`src/rtl/canny_div_pkg.sv`:
```
// ---------------------------------------------------------------------------
// canny_div_pkg
// Shared definitions for the sequential signed divider:
//   - sdiv_state_e : FSM state encoding (IDLE, CALC, FIXUP, DONE)
//   - SDIV_DIVIDEND_W / SDIV_DIVISOR_W : default operand widths
//   - SDIV_LAT : edges from the start-sampling edge until done is visible
//                (start edge + one edge per quotient bit + FIXUP edge)
// ---------------------------------------------------------------------------
package canny_div_pkg;

  typedef enum logic [1:0] {
    S_IDLE  = 2'd0,
    S_CALC  = 2'd1,
    S_FIXUP = 2'd2,
    S_DONE  = 2'd3
  } sdiv_state_e;

  localparam int SDIV_DIVIDEND_W = 22;
  localparam int SDIV_DIVISOR_W  = 11;
  localparam int SDIV_LAT        = SDIV_DIVIDEND_W + 2;

endpackage

```
`src/rtl/canny_sdiv_step.sv`:
```
// ---------------------------------------------------------------------------
// canny_sdiv_step
// One unsigned restoring-division step (purely combinational).
//   prem_i : partial remainder, PW bits (PW = divisor width + 1)
//   bit_i  : next dividend bit, shifted in at the LSB
//   dsr_i  : divisor magnitude, PW bits
//   prem_o : partial remainder after the trial subtraction
//   qbit_o : quotient bit produced by this step
// ---------------------------------------------------------------------------
module canny_sdiv_step #(
  parameter int PW = 12
) (
  input  logic [PW-1:0] prem_i,
  input  logic          bit_i,
  input  logic [PW-1:0] dsr_i,
  output logic [PW-1:0] prem_o,
  output logic          qbit_o
);

  logic [PW-1:0] shifted;
  logic [PW:0]   trial;
  logic          unused_prem_msb;

  // The partial remainder is always below the divisor magnitude
  // (at most 2^(PW-2)), so its top bit is zero and can be dropped
  // by the shift without loss.
  assign unused_prem_msb = prem_i[PW-1];
  assign shifted         = {prem_i[PW-2:0], bit_i};
  assign trial           = {1'b0, shifted} - {1'b0, dsr_i};

  // No borrow out of the trial subtraction means the divisor fits.
  assign qbit_o = ~trial[PW];
  assign prem_o = qbit_o ? trial[PW-1:0] : shifted;

endmodule

```
`src/rtl/canny_sdiv_22s_11s_seq.sv`:
```
// ---------------------------------------------------------------------------
// canny_sdiv_22s_11s_seq
// Sequential signed divider, one restoring step per cycle, truncating toward
// zero (remainder carries the sign of the dividend).
//
// Ports:
//   clk      : clock, rising edge
//   reset    : asynchronous active-high reset, clears all state
//   ce       : clock enable, freezes all state when low
//   start    : begin a division (sampled only in IDLE with ce=1)
//   din0     : signed dividend (DIVIDEND_W)
//   din1     : signed divisor  (DIVISOR_W)
//   ready    : high only in IDLE
//   done     : high while in DONE (one ce-qualified cycle)
//   quot     : signed quotient, held from DONE until the next FIXUP
//   rem      : signed remainder, held likewise
//   div_zero : divide-by-zero flag, valid with done
//
// Build option: define CANNY_SDIV_DIVZERO_EN to enable the zero-divisor
// fast path (IDLE -> FIXUP, saturated quotient, div_zero=1). Without it,
// div_zero is tied low and zero divisors run the normal CALC path.
// ---------------------------------------------------------------------------
module canny_sdiv_22s_11s_seq
  import canny_div_pkg::*;
#(
  parameter int DIVIDEND_W = SDIV_DIVIDEND_W,
  parameter int DIVISOR_W  = SDIV_DIVISOR_W
) (
  input  logic                  clk,
  input  logic                  reset,
  input  logic                  ce,
  input  logic                  start,
  input  logic [DIVIDEND_W-1:0] din0,
  input  logic [DIVISOR_W-1:0]  din1,
  output logic                  ready,
  output logic                  done,
  output logic [DIVIDEND_W-1:0] quot,
  output logic [DIVISOR_W-1:0]  rem,
  output logic                  div_zero
);

  localparam int PW    = DIVISOR_W + 1;
  localparam int CNT_W = $clog2(DIVIDEND_W + 1);

  sdiv_state_e           state_q, state_d;
  logic [CNT_W-1:0]      cnt_q, cnt_d;
  // Holds |dividend| at start; quotient bits shift in from the LSB as
  // dividend bits leave from the MSB, so it ends up holding |quotient|.
  logic [DIVIDEND_W-1:0] dvd_q, dvd_d;
  logic [PW-1:0]         dsr_q, dsr_d;
  logic [PW-1:0]         prem_q, prem_d;
  logic                  qneg_q, qneg_d;
  logic                  rneg_q, rneg_d;
  logic [DIVIDEND_W-1:0] quot_q, quot_d;
  logic [DIVISOR_W-1:0]  rem_q, rem_d;
`ifdef CANNY_SDIV_DIVZERO_EN
  logic                  dz_q, dz_d;
  logic                  divz_q, divz_d;
`endif

  logic [PW-1:0] step_prem;
  logic          step_qbit;
  logic [PW-1:0] din1_ext;

  // Sign-extend before taking the magnitude so that |-2^(DIVISOR_W-1)| fits.
  assign din1_ext = {din1[DIVISOR_W-1], din1};

  canny_sdiv_step #(
    .PW (PW)
  ) u_step (
    .prem_i (prem_q),
    .bit_i  (dvd_q[DIVIDEND_W-1]),
    .dsr_i  (dsr_q),
    .prem_o (step_prem),
    .qbit_o (step_qbit)
  );

  always_comb begin
    state_d = state_q;
    cnt_d   = cnt_q;
    dvd_d   = dvd_q;
    dsr_d   = dsr_q;
    prem_d  = prem_q;
    qneg_d  = qneg_q;
    rneg_d  = rneg_q;
    quot_d  = quot_q;
    rem_d   = rem_q;
`ifdef CANNY_SDIV_DIVZERO_EN
    dz_d    = dz_q;
    divz_d  = divz_q;
`endif
    unique case (state_q)
      S_IDLE: begin
        if (start) begin
          state_d = S_CALC;
          cnt_d   = '0;
          dvd_d   = din0[DIVIDEND_W-1] ? -din0 : din0;
          dsr_d   = din1[DIVISOR_W-1] ? -din1_ext : din1_ext;
          prem_d  = '0;
          qneg_d  = din0[DIVIDEND_W-1] ^ din1[DIVISOR_W-1];
          rneg_d  = din0[DIVIDEND_W-1];
`ifdef CANNY_SDIV_DIVZERO_EN
          dz_d    = (din1 == '0);
          if (din1 == '0) state_d = S_FIXUP;
`endif
        end
      end
      S_CALC: begin
        prem_d = step_prem;
        dvd_d  = {dvd_q[DIVIDEND_W-2:0], step_qbit};
        cnt_d  = cnt_q + 1'b1;
        if (cnt_q == CNT_W'(DIVIDEND_W - 1)) state_d = S_FIXUP;
      end
      S_FIXUP: begin
        // Two's-complement negation wraps -2^(W-1)/-1 back onto itself.
        quot_d  = qneg_q ? -dvd_q : dvd_q;
        rem_d   = rneg_q ? -prem_q[DIVISOR_W-1:0] : prem_q[DIVISOR_W-1:0];
`ifdef CANNY_SDIV_DIVZERO_EN
        divz_d  = dz_q;
        if (dz_q) begin
          quot_d = rneg_q ? {1'b1, {(DIVIDEND_W-1){1'b0}}}
                          : {1'b0, {(DIVIDEND_W-1){1'b1}}};
          rem_d  = '0;
        end
`endif
        state_d = S_DONE;
      end
      S_DONE: begin
        state_d = S_IDLE;
      end
      default: state_d = S_IDLE;
    endcase
  end

  always_ff @(posedge clk or posedge reset) begin
    if (reset) begin
      state_q <= S_IDLE;
      cnt_q   <= '0;
      dvd_q   <= '0;
      dsr_q   <= '0;
      prem_q  <= '0;
      qneg_q  <= 1'b0;
      rneg_q  <= 1'b0;
      quot_q  <= '0;
      rem_q   <= '0;
`ifdef CANNY_SDIV_DIVZERO_EN
      dz_q    <= 1'b0;
      divz_q  <= 1'b0;
`endif
    end else if (ce) begin
      state_q <= state_d;
      cnt_q   <= cnt_d;
      dvd_q   <= dvd_d;
      dsr_q   <= dsr_d;
      prem_q  <= prem_d;
      qneg_q  <= qneg_d;
      rneg_q  <= rneg_d;
      quot_q  <= quot_d;
      rem_q   <= rem_d;
`ifdef CANNY_SDIV_DIVZERO_EN
      dz_q    <= dz_d;
      divz_q  <= divz_d;
`endif
    end
  end

  assign ready = (state_q == S_IDLE);
  assign done  = (state_q == S_DONE);
  assign quot  = quot_q;
  assign rem   = rem_q;
`ifdef CANNY_SDIV_DIVZERO_EN
  assign div_zero = divz_q;
`else
  assign div_zero = 1'b0;
`endif

endmodule

```
`config.mk`:
```
export PLATFORM = sky130hd
export DESIGN_NAME = canny_sdiv_22s_11s_seq
export DESIGN_NICKNAME = d
export VERILOG_FILES = /design/src/rtl/canny_div_pkg.sv /design/src/rtl/canny_sdiv_step.sv /design/src/rtl/canny_sdiv_22s_11s_seq.sv
export SDC_FILE = /design/constraint.sdc
export NUM_CORES = 1
export LEC_CHECK = 0
export CAP_MARGIN = 20
export CORE_MARGIN = 8
export CORE_UTILIZATION = 40
export DETAILED_ROUTE_END_ITERATION = 7
export PLACE_DENSITY = 0.66
export RECOVER_POWER = 25
export SLEW_MARGIN = 5
export SYNTH_ARGS = -nofsm -noshare
export SYNTH_HDL_FRONTEND = slang
export SYNTH_HIERARCHICAL = 1
export SYNTH_SLANG_ARGS = --single-unit
export TNS_END_PERCENT = 100
```
`constraint.sdc`:
```
create_clock -name clk -period 3.8 [get_ports clk]
set_input_delay 0.76 -clock clk [delete_from_list [all_inputs] [get_ports clk]]
set_output_delay 0.76 -clock clk [all_outputs]
set_load 0.03 [all_outputs]
```
==> run metrics <==
Initial Util=0.4043; Port Buffers=71; FP Rows=43; DP Area=between 6000 and 7000 µm²; final hold vios=0; die height=~130 µm; # IOs=73; WL met3=642 µm; Via density=5.343; met1 WL=6506 µm; clk buf depth=2; HP Class=flop to flop; setup TNS=0 ps; Post-Syn Nets=691; worst endpoint data arrival time=2880 ps; worst stage delay on the critical path=1480 ps; worst skew pair latency=350 ps; total grt overflow=0; Max-Cap Viols=1; first-pass GRT wire length=22,340 µm; syn avg cell area=8.770 µm²; All-Layer GR Usage=0.1516; Slowest cell on crit path=clkbuf_2; Core ar.=13,670 µm²; CTS Hold Buffers Added=0; CP Buf/Inv Count=3; drt drc=0; Worst IR Drop VDD=0.3514 mV; share of layout cells above drive strength 1=0.06531; Synthesis Warnings=6; Clock Pin Slew Worst Setup and Hold Paths=around 60 ps; Slew Limit Fails=88; DP HPWL=10,070 µm; DR iter-0 viols=approximately 340; routed wire length per instance=15.33 µm; setup violators final=0; Slew HR=-0.3927; met2 WL=5907 µm; CP endpoint kind=asynchronous set/reset pin; CTS resizes=0; failing checks=max-capacitance violations, max-slew violations; n_diodes=0; die area=17,830 µm²; RSZ-0062 raised after global routing=no; fin crit period=2853 ps; P&R area growth vs syn=20.70%; Post-Synthesis Cells=630; TritonCTS clock tree=done; CTS H-tree depth=3; Critical Path, Cell by Cell=dlygate4sd3_1 -> clkinv_2 -> clkbuf_2; final core occ=0.4880; post-CTS setup buffer count=0; CP max FO=87; final wirelength=~13,000 µm; Final period util=0.7507; ANT nets after route=0; largest net degree at the start of global routing=88; antenna violations before repair=0; CTS sink count=87; Root Driver=clkbuf_16; Post-Syn Area=5525 µm²; highest metal used=met4; crit-path leading delay family=buffers and inverters; worst path required time=3830 ps; Die Wd=133.5 µm; max frequency=350.6 MHz; status=finished with violations; vias post-DR=4,643; number of nets in the layout=745; Non-Filler Cell Area, Final=6669 µm²; worst slack at placement=933.7 ps; Crit Path Class=input port to asynchronous set/reset pin; number of global-route vias before repair=4,452; DR pass1 iterations=5; Worst-Margin Slew=about 2100 ps; PwrDens=approximately 850 nW/µm²; GP Congestion=0.8000; Clock Skew=5.745 ps; Static Leak=2.924 nW; Worst setup SP type=input port; CTS Buf Count=9; Final Worst Setup Slack=~950 ps
[where the power goes]
| group | leakage [nW] | switching (mW) | internal [mW] |
|---|---|---|---|
| Sequential | 1.13 | 0.469 | 1.31 |
| Combinational | 1.65 | 1.69 | 1.30 |
| Clock | 0.152 | 0.371 | 0.525 |
[cell usage in the layout (no fill, tap or decap), types with 3 or more instances in the layout]
cell type          n
a21boi_0           4
a21o_1             4
a21oi_1            9
a22o_1             8
buf_4              6
clkbuf_16          9
clkdlybuf4s50_1   70
clkinv_2           5
dfrtp_1           87
ha_1              23
inv_1             27
mux2_2             5
mux2i_1            7
nand2_1          125
nand2b_1           4
nand3_1           21
nand4_1            3
nor2_1            19
nor2b_1            8
nor3_1             5
nor4_1             6
o21a_1             5
o21ai_0           83
o221ai_1          11
o31a_1             3
o31ai_1           20
o41ai_2            3
or3_1              3
or4_1              3
xnor2_1            9
xor2_1            52
[through the flow]
step	std cells	total power [mW]	hold slack (ps)
finish	869	5.658	480.0
CTS	869	5.675	484.1
detailed placement	853	4.764	470.4
floorplan	630	3.888	449.8
global route	869	6.119	503.7
global placement	853	4.647	463.6
[layer usage]
metal  vias to the layer above  track usage
li1                       2318            -
met1                      2197       0.2086
met2                       108       0.2281
met3                        20      0.03200
met4                         0      0.05802
met5                         -            0
[worst min-delay path, delay by kind of cell, from the launching register on]
kind | cells | cell delay [ps]
and+or+nand+nor | 1 | 50
DFF | 1 | 340
AOI/OAI and AO/OA | 1 | 60
[cell type report]
class / count / area (µm²)
Clock buffer: 10 / 239.0
Clock inverter: 6 / 58.81
Fill cell: 1317 / 6997
Inverter: 28 / 106.4
Multi-Input combinational cell: 480 / 3102
Sequential cell: 87 / 2177
Tap cell: 180 / 225.2
Timing Repair Buffer: 78 / 760.7
[state kept, by name (all words and copies together) (netlist names)]
name,flops
state_q,2
cnt_q,5
prem_q,11
qneg_q,1
rem,11
quot,22
dvd_q,22
rneg_q,1
dsr_q,12
[final timing paths]
| check | startpoint | end | slack, ps | cells past startpoint |
|---|---|---|---|---|
| setup / recovery | reset | dsr_q[8] | 950 | 3 |
| hold / removal | quot[6] | quot[6] | 480 | 2 |
| setup reg to reg | prem_q[1] | prem_q[4] | 1010 | 8 |
| hold reg to reg | quot[6] | quot[6] | 480 | 2 |
| max in group clk | prem_q[1] | prem_q[4] | 1010 | 8 |
| min in group asynchronous | reset | quot[9] | 1640 | 3 |
Note: power is estimated with default switching activity, not from simulation.
